**src/rtl/tg_bus_pkg.sv**
```systemverilog
// Shared types and limits for the CPU bus write-capture block.
// Holds the FIFO entry layout and the legal ranges for the synchronizer depth
// and the capture window size.
package tg_bus_pkg;

  localparam int ADDR_W          = 21;
  localparam int DATA_W          = 8;
  localparam int SYNC_STAGES_MIN = 2;
  localparam int SYNC_STAGES_MAX = 3;
  localparam int WIN_BITS_MIN    = 1;
  localparam int WIN_BITS_MAX    = 12;

  // One captured write. The offset field is sized for the largest window;
  // smaller windows zero-fill the upper offset bits.
  typedef struct packed {
    logic [WIN_BITS_MAX-1:0] addr;
    logic [DATA_W-1:0]       data;
  } fifo_entry_t;

  // True when addr falls in the 2^win_bits byte window that starts at base.
  function automatic logic in_window(input logic [ADDR_W-1:0] addr,
                                     input logic [ADDR_W-1:0] base,
                                     input int                win_bits);
    return (addr >> win_bits) == (base >> win_bits);
  endfunction

endpackage

```
**src/rtl/tg_bus_fifo.sv**
```systemverilog
// Small valid/ready FIFO for captured bus writes.
// Pointers wrap modulo DEPTH (a power of two); a separate count gives
// full/empty. A push into a full FIFO with no pop that cycle is dropped and
// reported on drop_o. The head is forced to zero while the FIFO is empty.
module tg_bus_fifo
  import tg_bus_pkg::*;
#(
  parameter int DEPTH = 4
) (
  input  logic                     clk,
  input  logic                     rst,
  input  logic                     push_i,
  input  fifo_entry_t              push_entry_i,
  output logic                     drop_o,
  input  logic                     ready_i,
  output logic                     valid_o,
  output fifo_entry_t              head_o,
  output logic [$clog2(DEPTH):0]   count_o
);

  localparam int          PW       = $clog2(DEPTH);
  localparam logic [PW:0] FULL_CNT = (PW+1)'(DEPTH);

  logic [PW-1:0] wr_ptr_q;
  logic [PW-1:0] rd_ptr_q;
  logic [PW:0]   count_q;
  fifo_entry_t   mem_q [DEPTH];

  logic full;
  logic empty;
  logic pop;
  logic push_ok;

  assign full    = (count_q == FULL_CNT);
  assign empty   = (count_q == '0);
  assign pop     = !empty && ready_i;
  // A pop frees a slot in the same cycle, so a full FIFO still accepts.
  assign push_ok = push_i && (!full || pop);
  assign drop_o  = push_i && full && !pop;

  assign valid_o = !empty;
  assign count_o = count_q;
  assign head_o  = empty ? '0 : mem_q[rd_ptr_q];

  // Pointer and occupancy bookkeeping.
  always_ff @(posedge clk or posedge rst) begin
    if (rst) begin
      wr_ptr_q <= '0;
      rd_ptr_q <= '0;
      count_q  <= '0;
    end else begin
      if (push_ok) wr_ptr_q <= wr_ptr_q + PW'(1);
      if (pop)     rd_ptr_q <= rd_ptr_q + PW'(1);
      if (push_ok && !pop)      count_q <= count_q + (PW+1)'(1);
      else if (pop && !push_ok) count_q <= count_q - (PW+1)'(1);
    end
  end

  // Entry storage.
  // NOTE: storage is deliberately not reset; count/valid gating keeps stale
  // contents from ever reaching the outputs.
  always_ff @(posedge clk) begin
    if (push_ok) mem_q[wr_ptr_q] <= push_entry_i;
  end

endmodule

```
**src/rtl/tg_bus_capture.sv**
```systemverilog
// Captures CPU bus writes that land in a fixed address window and queues them
// for a downstream register block.
// Strobes are synchronized through SYNC_STAGES flops and address/data travel
// through an equal-depth pipeline so all three stay aligned. A write is taken
// from the shadow register when synced WEn rises, provided the address is in
// the window and no read strobe was seen during the low phase.
// Optional feature: define TG_BUS_RD_EVENT_EN to add RD_EVT/RD_ADDR, a one-cycle
// pulse reporting in-window reads.
module tg_bus_capture
  import tg_bus_pkg::*;
#(
  parameter logic [ADDR_W-1:0] WIN_BASE    = 21'h0FFF00,
  parameter int                WIN_BITS    = 8,
  parameter int                FIFO_DEPTH  = 4,
  parameter int                SYNC_STAGES = 2
) (
  input  logic                          CLK,
  input  logic                          RST,
  input  logic [ADDR_W-1:0]             TG_A,
  input  logic [DATA_W-1:0]             CPU_DATO,
  input  logic                          TG_WEn,
  input  logic                          TG_OEn,
  output logic                          WR_VALID,
  input  logic                          WR_READY,
  output logic [WIN_BITS-1:0]           WR_ADDR,
  output logic [DATA_W-1:0]             WR_DATA,
  output logic                          OVF,
  input  logic                          OVF_CLR,
  output logic [$clog2(FIFO_DEPTH):0]   FIFO_LVL
`ifdef TG_BUS_RD_EVENT_EN
  ,
  output logic                          RD_EVT,
  output logic [WIN_BITS-1:0]           RD_ADDR
`endif
);

  // Synchronizer chains and the aligned address/data pipeline.
  logic [SYNC_STAGES-1:0] wen_sync_q;
  logic [SYNC_STAGES-1:0] oen_sync_q;
  logic [SYNC_STAGES-1:0] real_q;     // marks stages holding post-reset samples
  logic [ADDR_W-1:0]      a_pipe_q [SYNC_STAGES];
  logic [DATA_W-1:0]      d_pipe_q [SYNC_STAGES];

  logic              wen_s;
  logic              oen_s;
  logic              real_s;
  logic [ADDR_W-1:0] addr_s;
  logic [DATA_W-1:0] data_s;

  assign wen_s  = wen_sync_q[SYNC_STAGES-1];
  assign oen_s  = oen_sync_q[SYNC_STAGES-1];
  assign real_s = real_q[SYNC_STAGES-1];
  assign addr_s = a_pipe_q[SYNC_STAGES-1];
  assign data_s = d_pipe_q[SYNC_STAGES-1];

  // Shift strobes, address and data through matching-depth register chains.
  // NOTE: clocked blocks use non-blocking (<=) so every flop in a chain samples
  // the value its predecessor held before the edge.
  always_ff @(posedge CLK or posedge RST) begin
    if (RST) begin
      wen_sync_q <= '1;
      oen_sync_q <= '1;
      real_q     <= '0;
      for (int i = 0; i < SYNC_STAGES; i++) begin
        a_pipe_q[i] <= '0;
        d_pipe_q[i] <= '0;
      end
    end else begin
      wen_sync_q  <= {wen_sync_q[SYNC_STAGES-2:0], TG_WEn};
      oen_sync_q  <= {oen_sync_q[SYNC_STAGES-2:0], TG_OEn};
      real_q      <= {real_q[SYNC_STAGES-2:0], 1'b1};
      a_pipe_q[0] <= TG_A;
      d_pipe_q[0] <= CPU_DATO;
      for (int i = 1; i < SYNC_STAGES; i++) begin
        a_pipe_q[i] <= a_pipe_q[i-1];
        d_pipe_q[i] <= d_pipe_q[i-1];
      end
    end
  end

  // Write-phase tracking.
  logic              wen_prev_q;
  logic              prev_real_q;
  logic              in_low_q,  in_low_d;
  logic              rd_seen_q, rd_seen_d;
  logic [ADDR_W-1:0] shadow_addr_q, shadow_addr_d;
  logic [DATA_W-1:0] shadow_data_q, shadow_data_d;

  logic wen_fall;
  logic wen_rise;
  logic push;

  // A low phase only counts if the preceding high came from a real sample, so
  // a strobe already low at reset release never completes into a push.
  assign wen_fall = prev_real_q && wen_prev_q && !wen_s;
  assign wen_rise = in_low_q && wen_s;
  assign push     = wen_rise && !rd_seen_q &&
                    in_window(shadow_addr_q, WIN_BASE, WIN_BITS);

  // Next state for the shadow register and low-phase flags.
  // NOTE: every _d gets its default first; a branch that skipped an assignment
  // would otherwise infer a latch.
  always_comb begin
    in_low_d      = in_low_q;
    rd_seen_d     = rd_seen_q;
    shadow_addr_d = shadow_addr_q;
    shadow_data_d = shadow_data_q;
    if (!wen_s) begin
      shadow_addr_d = addr_s;
      shadow_data_d = data_s;
    end
    if (wen_fall) begin
      in_low_d  = 1'b1;
      rd_seen_d = !oen_s;
    end else if (in_low_q) begin
      if (wen_s) in_low_d  = 1'b0;
      else       rd_seen_d = rd_seen_q || !oen_s;
    end
  end

  // Register the shadow and low-phase state.
  always_ff @(posedge CLK or posedge RST) begin
    if (RST) begin
      wen_prev_q    <= 1'b1;
      prev_real_q   <= 1'b0;
      in_low_q      <= 1'b0;
      rd_seen_q     <= 1'b0;
      shadow_addr_q <= '0;
      shadow_data_q <= '0;
    end else begin
      wen_prev_q    <= wen_s;
      prev_real_q   <= real_s;
      in_low_q      <= in_low_d;
      rd_seen_q     <= rd_seen_d;
      shadow_addr_q <= shadow_addr_d;
      shadow_data_q <= shadow_data_d;
    end
  end

  // Write queue.
  fifo_entry_t push_entry;
  fifo_entry_t head_entry;
  logic        fifo_drop;

  assign push_entry.addr = WIN_BITS_MAX'(shadow_addr_q[WIN_BITS-1:0]);
  assign push_entry.data = shadow_data_q;

  tg_bus_fifo #(
    .DEPTH(FIFO_DEPTH)
  ) u_fifo (
    .clk          (CLK),
    .rst          (RST),
    .push_i       (push),
    .push_entry_i (push_entry),
    .drop_o       (fifo_drop),
    .ready_i      (WR_READY),
    .valid_o      (WR_VALID),
    .head_o       (head_entry),
    .count_o      (FIFO_LVL)
  );

  assign WR_ADDR = WIN_BITS'(head_entry.addr);
  assign WR_DATA = head_entry.data;

  // Sticky overflow: a drop in the same cycle as a clear keeps the flag set.
  logic ovf_q, ovf_d;

  always_comb begin
    ovf_d = ovf_q;
    if (fifo_drop)    ovf_d = 1'b1;
    else if (OVF_CLR) ovf_d = 1'b0;
  end

  // Register the overflow flag.
  always_ff @(posedge CLK or posedge RST) begin
    if (RST) ovf_q <= 1'b0;
    else     ovf_q <= ovf_d;
  end

  assign OVF = ovf_q;

`ifdef TG_BUS_RD_EVENT_EN
  logic                oen_prev_q;
  logic                rd_evt_q;
  logic [WIN_BITS-1:0] rd_addr_q;
  logic                rd_fall;

  assign rd_fall = prev_real_q && oen_prev_q && !oen_s &&
                   in_window(addr_s, WIN_BASE, WIN_BITS);

  // Pulse once on each synced read strobe falling edge inside the window.
  always_ff @(posedge CLK or posedge RST) begin
    if (RST) begin
      oen_prev_q <= 1'b1;
      rd_evt_q   <= 1'b0;
      rd_addr_q  <= '0;
    end else begin
      oen_prev_q <= oen_s;
      rd_evt_q   <= rd_fall;
      if (rd_fall) rd_addr_q <= addr_s[WIN_BITS-1:0];
    end
  end

  assign RD_EVT  = rd_evt_q;
  assign RD_ADDR = rd_addr_q;
`endif

endmodule
```
**config.mk**
```make
export PLATFORM = sky130hd
export DESIGN_NAME = tg_bus_capture
export DESIGN_NICKNAME = d
export VERILOG_FILES = /design/src/rtl/tg_bus_pkg.sv /design/src/rtl/tg_bus_fifo.sv /design/src/rtl/tg_bus_capture.sv
export SDC_FILE = /design/constraint.sdc
export NUM_CORES = 1
export LEC_CHECK = 0
export ABC_AREA = 1
export BUFFER_PORTS_ARGS = -buffer_cell sky130_fd_sc_hd__buf_2
export CAP_MARGIN = 20
export CORE_MARGIN = 2
export CORE_UTILIZATION = 50
export CTS_BUF_LIST = sky130_fd_sc_hd__clkbuf_8
export CTS_CLUSTER_DIAMETER = 200
export DETAILED_ROUTE_END_ITERATION = 8
export PLACE_DENSITY = 0.69
export SYNTH_ARGS = -nofsm -noshare
export SYNTH_HDL_FRONTEND = slang
export SYNTH_SLANG_ARGS = --single-unit
```
**constraint.sdc**
```tcl
create_clock -name CLK -period 5.2 [get_ports CLK]
set_input_delay 1.04 -clock CLK [delete_from_list [all_inputs] [get_ports CLK]]
set_output_delay 1.04 -clock CLK [all_outputs]
set_load 0.02 [all_outputs]
```
# After elaboration in Yosys (flattened, before gate mapping)
# Memories as Yosys holds them, arrays and structs flattened.
# Cells that the tools add are included.
# word_totals
in_bits	35
reg_bits	105
ram_bits	64
n_memories	1
elab_cells	63
# mem_list
name	depth	width	rd	rd_clocked_by_memory_dff	wr	line	text
u_fifo.mem_q	4	16	1	0	1	tg_bus_fifo.sv:27	fifo_entry_t mem_q [DEPTH];
# op_classes
reduce_logical	25
n_eq_ne	3
muxes	13
add_sub_neg	4
# ops
cell	count
16-bit 2-to-1 mux	1
13-bit by 12-bit equality test with 1-bit output, second input constant	1
1-bit logical AND	11
1-bit 2-to-1 mux	10
1-bit zero test	7
3-bit 2-to-1 mux	2
2-bit nonzero test	3
2-bit by 1-bit adder with 2-bit output, second input constant	2
3-bit by 1-bit adder with 3-bit output, second input constant	1
3-bit equality test, second input constant	1
3-bit zero test	1
3-bit by 1-bit subtractor with 3-bit output, second input constant	1
1-bit logical OR	2
2-bit by 1-bit != test with 1-bit output, second input constant	1
2-bit AND reduction	1

# Depth between registers and ports, before layout
# depth
ltp_word	9
ltp_mapped	13

# By module
# Synthesis repeated with hierarchy kept, for this count alone.
# unflattened
cells_unflattened	596
area_unflattened_um2	7054.3
# by_module_without_submodules
mod	area_per_inst_um2	seq_area_each_um2	cells_per_inst	n_inst
tg_bus_fifo	4110.2	2577.5	377	1
tg_bus_capture	2944.1	2458.6	219	1

# Worst setup path after synthesis
# Ideal clock, no wire load.
# synth_path
path_kind	register -> output
start	reg u_fifo.count_q[1], in the netlist u_fifo.count_o[1]
end	out WR_ADDR[0]
path_slack_ns	2.666
t_required_ns	4.160
arrival_time_ns	1.494
stages_incl_launch_ff	6
path_cell_list	dfrtp_1 > inv_1 > nand3_1 > inv_1 > buf_4 > a21oi_1
# synth_between
elab_chain_len	2
# synth_rtl
element	line	text
start: declaration	tg_bus_fifo.sv:26	logic [PW:0] count_q;
start signal: assignment	tg_bus_fifo.sv:54	if (push_ok && !pop) count_q <= count_q + (PW+1)'(1);
start signal: assignment	tg_bus_fifo.sv:55	else if (pop && !push_ok) count_q <= count_q - (PW+1)'(1);
3-bit zero test	tg_bus_fifo.sv:35	assign empty = (count_q == '0);
16-bit 2-to-1 mux	tg_bus_fifo.sv:43	assign head_o = empty ? '0 : mem_q[rd_ptr_q];
end: declaration	tg_bus_capture.sv:25	output logic [WIN_BITS-1:0] WR_ADDR,
# No other way between the ends.

# Worst setup path in the final report
# layout_path
start	reg u_fifo.rd_ptr_q[0]
end	out WR_DATA[5]
# layout_between
elab_chain_len	2
# layout_rtl
element	line	text
start: declaration	tg_bus_fifo.sv:25	logic [PW-1:0] rd_ptr_q;
start signal: assignment	tg_bus_fifo.sv:53	if (pop) rd_ptr_q <= rd_ptr_q + PW'(1);
memory 4 x 16 bit	n/a	
16-bit 2-to-1 mux	tg_bus_fifo.sv:43	
end: declaration	tg_bus_capture.sv:26	output logic [DATA_W-1:0] WR_DATA,
# No other way between the ends.

==> run_results.csv <==
group,metric,value,unit
run_status,status,"complete, no violations",
yosys,synth.largest_area_cell,"dfrtp_1",
min_path,min_from,"a_pipe_q[21]",
setup_path,critPathKind,"reg -> out",
job,maxCapViolCount,0,
setup_path,cp-start-kind,"flip-flop",
cts,clock-sinks,169,
floorplan,std_cell_rows,39,
placed_design,dpl.cell_count,648,
timing,min_period_over_period,69.0,%
setup_path,crit_slowest_cell,"dfrtp_1",
setup_path,critical_path_peak_fanout,34,
floorplan,num_io_pins,56,
floorplan,dieArea,12700,um^2
min_path,hold_class,"reg -> reg",
yosys,synth_area,5910,um^2
layout,final_cell_mix,"100 x dfrtp_1, 100 x nand2_1, 74 x nor2_1",
floorplan,fp.dieH,113,um
global_route,grt_usage,16.5,%
placed_design,preCtsSetupSlack,2.08,ns
layout,multi_input_area,1150,um^2
setup_path,cp.depth,4,
setup_path,r2r_start,"wen_sync_q[1]",
setup_path,r2r_cells,12,
layout,fill_cells,924,
timing,tightestPinTransition,1.00,ns
global_route,grt_max_degree,58,
setup_path,critPathLaunch,"u_fifo.rd_ptr_q[0]",
floorplan,fp.coreArea,11500,um^2
yosys,synth_area_leaders,"dfrtp_1 42%, edfxtp_1 33%, nand2_1 6.3%, nor2_1 4.8%, o21ai_0 2.9%",
timing,setup_viol,0,
layout,antenna_cells,0,
min_path,whs_path_depth,0,
setup_path,critPathMaxStageDelay,1.01,ns
setup_path,worst-path-buf-inv,2,
global_route,grt_use_met1,22.4,%
cts,ctsHtreeMaxLevel,4,
routing,routedWlPerCell,13.9,um
setup_path,crit_required,4.16,ns
layout,nets,565,
timing,skew,0.0180,ns
routing,num_vias,3328,
cts,cts_setup_buffers,0,
layout,seq_area,4560,um^2
layout,area_growth,12.8,%
global_route,met2_usage,25.7,%
pwr,p_leak,2.95,nW
routing,ant_nets,0,
yosys,syn-num-nets,505,
placed_design,hpwl,5940,um
floorplan,fp.dieW,113,um
pwr,power,3.12,mW
routing,drt_iter0_markers,219,
timing,slew_viol_final,0,
timing,fin_crit,3.59,ns
routing,viasPerCell,4.89,
global_route,grt_pass1_vias,3329,
placed_design,io_buffers,55,
cts,holdBufCountCts,0,
pwr,power_density,467,nW/um^2
timing,rsz0062_at_grt,"no",
global_route,busiest_layer,"met2",
yosys,synth_seq_cells,169,
cts,cts-buffers-inserted,17,
timing,setup-tns-final,0,ns
layout,layout-drive-gt1-share,19.7,%
routing,drt_first_pass_iters,4,
global_route,gr-usage-met3,4.50,%
yosys,synthCells,464,
yosys,synth_edf_count,64,
floorplan,start_util,51.6,%
global_route,gr-total-overflow,0,
cts,insertion_delay,0.45,ns
placed_design,globalplace.congestion,0.874,
routing,wirelength,9440,um
cts,cts-resized-gates,0,
cts,cts.path.max_buffers,2,
cts,clkTransAtPathRegs,0.09,ns
timing,layout_setup_ws,1.61,ns
timing,maxSlewHeadroom,33.0,%
cts,root_buffer,"clkbuf_8",
setup_path,crit_arrival,2.55,ns
layout,stdcell_count,680,
setup_path,critPathTopFamily,"flip-flops",
yosys,synth_area_per_cell,12.7,um^2
routing,drc,0,
yosys,synth_cell_types,27,
global_route,grt_pass1_wl,16100,um
setup_path,path_cells,"inv_2, o21ai_0, a21oi_1, buf_2",
cts,cts_tree,"yes",
yosys,yosysSeqAreaShare,77.0,%
yosys,ys.warnings.count,0,
global_route,antenna_found_initial,0,
timing,max_freq,279,MHz
setup_path,endpoint_kind,"output pin",
yosys,synthArstFlopShare,62.1,%
yosys,synth_top_flop_cell,"dfrtp_1",
timing,finalHoldViolCount,0,
pwr,vdd_drop_max,0.214,mV
yosys,synth_top_area_share,42.3,%
metal layers:
layer  part of all wire, %  wire length (um)  vias to the layer above
met5                     0                 0                        -
met4                   1.6               152                        0
met3                   5.1               481                       13
met2                    48              4560                       85
met1                    45              4240                     1612
li1                      -                 -                     1618
flip-flops by register name, indices dropped and copies added (netlist names):
| register | flops |
|---|---|
| u_fifo.mem_q | 64 |
| OVF | 1 |
| rd_seen_q | 1 |
| wen_sync_q | 2 |
| u_fifo.wr_ptr_q | 2 |
| shadow_data_q | 8 |
| real_q | 2 |
| a_pipe_q | 21 |
| u_fifo.count_o | 3 |
| shadow_addr_q | 21 |
| wen_prev_q | 1 |
| u_fifo.rd_ptr_q | 2 |
| d_pipe_q | 8 |
| addr_s | 21 |
| in_low_q | 1 |
| data_s | 8 |
| prev_real_q | 1 |
| oen_sync_q | 2 |
worst register-to-register path: stages (launching register included):
cell and delay (ns):
dfstp_2 0.90, nand2_4 0.09, nor2_2 0.13, nand2_2 0.09
inv_2 0.08, nand3_4 0.10, inv_1 0.09, ha_1 0.14
inv_1 0.06, fa_1 0.38, a21oi_1 0.14, o21ai_0 0.12
xor2_1 0.16
final timing paths:
check	end	slack, ns
min reg2reg	addr_s[0]	0.35
min	addr_s[0]	0.35
max in group asynchronous	wen_prev_q	3.47
min in group asynchronous	d_pipe_q[14]	0.69
max reg2reg	u_fifo.count_o[2]	2.60
max	WR_DATA[5]	1.61
report_power, final:
part | switching [mW] | leakage [nW] | internal (mW) | total [mW]
Sequential | 0.106 | 1.82 | 1.46 | 1.56
Clock | 0.476 | 0.208 | 0.439 | 0.914
Combinational | 0.416 | 0.921 | 0.221 | 0.638
Total | 0.998 | 2.95 | 2.12 | 3.12
cells in the mapped netlist (2+ instances only):
library cell	n
nand3_1	5
inv_1	22
buf_4	3
inv_2	3
o21ai_0	34
o21ai_1	2
a21oi_1	19
dfstp_2	5
edfxtp_1	64
ha_1	5
clkbuf_2	2
clkbuf_1	2
buf_2	5
buf_6	5
nand2_1	100
dfrtp_1	100
nor2_1	76
xor2_1	3
cell families (layout without fill, tap and decap cells):
group	count (synthesis)	after routing	synth area share, %
flip-flops	169	169	77.0
adder cells (fa/ha/maj)	6	6	1.40
XOR/XNOR	4	4	0.593
buffers and inverters	42	115	3.64
AND/OR/NAND/NOR	186	186	12.5
AO/OA/AOI/OAI	56	56	4.78
other	1	1	0.0634
metrics by stage:
stage,util (%),instance area [um^2],hold slack (ns)
6_report,58.2,6670,0.352
4_1_cts,58.2,6670,0.355
3_5_place_dp,54.7,6280,0.335
5_1_grt,58.2,6670,0.361
3_3_place_gp,54.7,6280,0.331
2_1_floorplan,-,5910,0.331
final cells by class:
class                   count  share of cell area, %
inverters                  25                   1.44
clock inverters            15                   2.42
repair buffers             58                   4.46
multi-input cells         253                   17.2
well taps                 143                   2.68
flip-flops and latches    169                   68.3
clock buffers              17                   3.51
Note: power is estimated with default switching activity, not from simulation.
